$ cat src/rtl/apb_mem_ctrl.sv
// apb_mem_ctrl: MEM-stage load/store bridge onto an APB master port.
// A request is taken in IDLE. A misaligned request goes straight to a
// one-cycle error completion. Otherwise the controller runs one SETUP
// cycle and then one or more ACCESS cycles. ACCESS ends on PREADY or
// when the wait counter reaches TIMEOUT. A one-cycle DONE state reports
// the completion.
//
// Handshake: APB valid/ready. PSEL marks a transfer and PENABLE marks
// its ACCESS phase. The transfer completes on a rising edge where
// PSEL=1, PENABLE=1 and PREADY=1. PADDR, PWRITE, PSTRB and PWDATA stay
// constant from SETUP until that edge.
//
// The FSM state is kept in the signal 'state' (type state_t) so that
// checkers can bind to it.
module apb_mem_ctrl #(
  parameter int unsigned TIMEOUT = 15
) (
  input  logic        clk,
  input  logic        rst,
  input  logic        transEnM,
  input  logic        MemWriteM,
  input  logic [1:0]  MemStrobeM,
  input  logic [31:0] ALUResultM,
  input  logic [31:0] WriteDataM,
  output logic        StallM,
  output logic        store_done,
  output logic        bus_err,
  output logic [31:0] ReadDataM,
  output logic        PSEL,
  output logic        PENABLE,
  output logic        PWRITE,
  output logic [31:0] PADDR,
  output logic [31:0] PWDATA,
  output logic [3:0]  PSTRB,
  input  logic [31:0] PRDATA,
  input  logic        PREADY,
  input  logic        PSLVERR
);

  typedef enum logic [1:0] {IDLE, SETUP, ACCESS, DONE} state_t;

  localparam logic [7:0] TIMEOUT_C = TIMEOUT[7:0];

  state_t      state, state_nxt;
  logic [31:0] addr_q;
  logic [31:0] data_q;
  logic [1:0]  size_q;
  logic        write_q;
  logic        err_q;
  logic [7:0]  wait_cnt;
  logic [7:0]  cnt_inc;
  logic        misaligned;
  logic        timeout_hit;
  logic        active;
  logic [3:0]  lane_strb;
  logic [31:0] lane_data;

  // Alignment check on the live request, and the saturating wait-count step.
  always_comb begin
    misaligned  = ((MemStrobeM == 2'b01) && ALUResultM[0]) ||
                  (MemStrobeM[1] && (ALUResultM[1:0] != 2'b00));
    cnt_inc     = (wait_cnt == 8'hFF) ? wait_cnt : wait_cnt + 8'd1;
    timeout_hit = (cnt_inc >= TIMEOUT_C);
  end

  // State register; reset drops any transfer in flight without a completion.
  always_ff @(posedge clk or negedge rst) begin
    if (!rst) state <= IDLE;
    else      state <= state_nxt;
  end

  // Next-state logic.
  always_comb begin
    state_nxt = state;
    case (state)
      IDLE:    if (transEnM) state_nxt = misaligned ? DONE : SETUP;
      SETUP:   state_nxt = ACCESS;
      ACCESS:  if (PREADY || timeout_hit) state_nxt = DONE;
      DONE:    state_nxt = IDLE;
      default: state_nxt = IDLE;
    endcase
  end

  // Request capture, wait counter, error flag and read-data register.
  always_ff @(posedge clk or negedge rst) begin
    if (!rst) begin
      addr_q    <= '0;
      data_q    <= '0;
      size_q    <= '0;
      write_q   <= 1'b0;
      err_q     <= 1'b0;
      wait_cnt  <= '0;
      ReadDataM <= '0;
    end else begin
      case (state)
        IDLE: begin
          if (transEnM) begin
            addr_q   <= ALUResultM;
            data_q   <= WriteDataM;
            size_q   <= MemStrobeM;
            write_q  <= MemWriteM;
            err_q    <= misaligned;
            wait_cnt <= '0;
          end
        end
        ACCESS: begin
          if (PREADY) begin
            err_q <= PSLVERR;
            if (!write_q) ReadDataM <= PRDATA;
          end else begin
            wait_cnt <= cnt_inc;
            if (timeout_hit) err_q <= 1'b1;
          end
        end
        default: ;
      endcase
    end
  end

  // Byte-lane steering of the captured store; size 11 is handled as a word.
  always_comb begin
    lane_strb = 4'b1111;
    lane_data = data_q;
    case (size_q)
      2'b00: begin
        lane_strb = 4'b0001 << addr_q[1:0];
        lane_data = {4{data_q[7:0]}};
      end
      2'b01: begin
        lane_strb = 4'b0011 << addr_q[1:0];
        lane_data = {2{data_q[15:0]}};
      end
      default: ;
    endcase
  end

  // Output decode. The bus is silent outside SETUP/ACCESS, and StallM is
  // forced low while reset is asserted.
  always_comb begin
    active     = (state == SETUP) || (state == ACCESS);
    PSEL       = active;
    PENABLE    = (state == ACCESS);
    PWRITE     = active && write_q;
    PADDR      = active ? {addr_q[31:2], 2'b00} : 32'h0;
    PSTRB      = (active && write_q) ? lane_strb : 4'b0000;
    PWDATA     = (active && write_q) ? lane_data : 32'h0;
    store_done = (state == DONE);
    bus_err    = (state == DONE) && err_q;
    StallM     = rst && (active || ((state == IDLE) && transEnM));
  end

endmodule

$ cat config.mk
export PLATFORM = sky130hd
export DESIGN_NAME = apb_mem_ctrl
export DESIGN_NICKNAME = d
export VERILOG_FILES = /design/src/rtl/apb_mem_ctrl.sv
export SDC_FILE = /design/constraint.sdc
export NUM_CORES = 1
export LEC_CHECK = 0
export ABC_AREA = 1
export CORE_MARGIN = 3
export CORE_UTILIZATION = 44
export CTS_CLUSTER_SIZE = 40
export DETAILED_ROUTE_END_ITERATION = 7
export PLACE_DENSITY = 0.85
export SYNTH_ARGS = -nofsm -noshare
export SYNTH_HDL_FRONTEND = slang
export SYNTH_SLANG_ARGS = --single-unit
$ cat constraint.sdc
create_clock -name clk -period 2.36 [get_ports clk]
set_clock_uncertainty 0.15 [all_clocks]
set_input_delay 0.472 -clock clk [delete_from_list [all_inputs] [get_ports clk]]
set_output_delay 0.472 -clock clk [all_outputs]
set_load 0.1 [all_outputs]
==> run metrics <==
status=finished, violations left; failing checks=setup timing; placed instance area=0.00860 sq mm; met1 wire length=6070 microns; setup slack at placement=-0.0260 ns; drc violations=0; core area=0.0116 sq mm; Max Clk Rate=407 MHz; via count=4568; async set-reset flop share out of synthesis=100%; First-pass DRT Iterations=4; Clock Path Buffers=2; gr usage total=25.4%; met3 WL post-DR=1270 microns; die area=0.0133 sq mm; path type of the worst setup path=reg2out; Syn Area/Cell=10.3 sq um; Reg area=0.00275 sq mm; Final Hold Viols=0; routed vias/inst=5.21; Most used DFF post-synth=dfrtp_1; final worst slack=-0.0944 ns; EDFF count, synth=0; #FFs+latches synth=110; Fillers=644; Startpoint Class=flip-flop; Clk Latency, worst-skew pair=0.35 ns; commonest cells after routing, fill and taps aside=dfrtp_1, clkdlybuf4s50_1, buf_12, mux2_2, nand2_1; most common cell after layout, fill and taps aside=dfrtp_1; Yosys top cell area share=52.4%; cell accounting for the most synthesized area=dfrtp_1; TritonCTS Buffers=9; Crit path buffers/inverters=3; multi-input logic area=0.00263 sq mm; number of I/O pins=210; CP delay by family, top=flip-flops; slowest stage delay, CP=0.39 ns; post-route minimum period=2.45 ns; pin count of the biggest net entering global routing=111; slowest cell on the critical path=dfrtp_1; first-pass GRT wire length=26000 microns; vias in the first global route=4986; Yosys cell types=35; Root Driver=clkbuf_16; WP data arrival=1.83 ns; top sig layer=met4; area grow syn2layout=76.2%; Port Buffer Count=207; H-Tree Depth=3; clk sinks=110; Die X-Extent=115 microns; GPL Wtd Cong=0.853; Rel. slew slack=61.0%; sequential cell area fraction in the yosys report=52.4%; period utilisation layout=104%; HP Class=in2async; clk slew on worst S/H paths=0.07 ns; top cells by area, synth=dfrtp_1, mux2_2, nand2_1; final max-slew violation count=0; unrepaired setup endpoints after global routing=true; Max Cap Viol=0; Syn Inst Count=508; kind of end point of the critical path=output pin; cell area after synthesis=0.00525 sq mm; DP HPWL=12000 microns; die height=115 microns; Core Util, Final=80.1%; antenna violations before repair=0; Design Area, Final=0.00926 sq mm; WL met2=9100 microns; CP Cell Sequence=inv_2 > ha_4 > nand2_8 > inv_6 > o21ai_2 > nor2_4 > buf_12; routed length per instance=19.3 microns; final setup fails=50; crit-path max FO=8; Warnings, synthesis=0; Initial DRC Count=254; share of layout cells above drive strength 1=47.1%; total gr overflow=0; Initial Util=45.4%; Ant. Diodes=0; Cell Rows=39; fin nets=838; CTS tree=yes; CP required=1.74 ns; worst slew pin tran=0.585 ns; Routed Antenna Nets=0; final wirelength=16900 microns
==> what timing repair did <==
item                                    CTS  global route
setup buffers                             6             2
endpoints found under the setup margin   58            65
pin swaps                                 3             1
cloned                                    1             3
gates resized for setup                  40            20
hold buffers                              0             0
==> cells by family (layout without fill, tap and decap cells) <==
group | count (synthesis) | in the layout | share of synthesized area (%)
other | 1 | 2 | 0.0714
AOI/OAI and AO/OA | 71 | 71 | 7.34
DFF | 110 | 110 | 52.4
and+or+nand+nor | 148 | 148 | 12.3
muxes | 87 | 87 | 19.6
adders and majority gates | 5 | 5 | 1.19
xor gates and xnor gates | 1 | 1 | 0.167
buffers and inverters | 85 | 309 | 6.93
==> worst paths after layout <==
path,from,endpoint,slack (ns),cells past startpoint
max in group asynchronous,rst,ReadDataM[5],1.57,2
worst max register to register,state[0],ReadDataM[29],0.26,7
worst min register to register,ReadDataM[19],ReadDataM[19],0.35,1
min in group clk,ReadDataM[19],ReadDataM[19],0.35,1
worst min-delay path,rst,wait_cnt[3],0.05,2
worst max-delay path,state[0],PWDATA[26],-0.09,7
==> stage by stage <==
stage          cells  TNS [ns]  hold WS, ns
2_1_floorplan    509     -5.77       0.0264
3_3_place_gp     849         0        0.318
3_5_place_dp     849   -0.0444        0.335
4_1_cts          871    -0.735        0.101
5_1_grt          876     -6.58        0.138
6_report         876     -2.14       0.0488
==> per-layer routing <==
layer | global-route usage, % | up-vias
met2 | 45.8 | 192
met5 | 0 | -
met4 | 9.94 | 0
met3 | 6.63 | 33
met1 | 28.5 | 2247
li1 | - | 2096
==> final cells by class <==
type | count | share of cell area (%)
Timing Repair Buffer | 230 | 32.4
Sequential cell | 110 | 29.7
Multi-Input combinational cell | 314 | 28.4
Inverter | 63 | 3.93
Clock buffer | 9 | 2.43
Tap cell | 143 | 1.93
Clock inverter | 6 | 1.01
Timing Repair inverter | 1 | 0.0946
==> registers in the layout, indices dropped and copies added (netlist names) <==
| signal | count |
|---|---|
| ReadDataM | 32 |
| addr_q | 32 |
| data_q | 32 |
| err_q | 1 |
| size_q | 2 |
| state | 2 |
| wait_cnt | 8 |
| write_q | 1 |
==> synth_stat cells (3+ instances only) <==
cell      count
o21ai_0      24
nor2_2        3
buf_6         4
dfrtp_1     110
nand2_1      69
ha_1          5
mux2_2       65
mux2_1        8
a21oi_1      31
nand3_1      14
mux2_4       14
nor2_1       49
clkbuf_1     10
inv_1        61
o22ai_1      11
buf_2         6
Power is left out: the tool's default activity adds up to more than one toggle a clock period on the data nets, which glitch-free logic cannot reach.
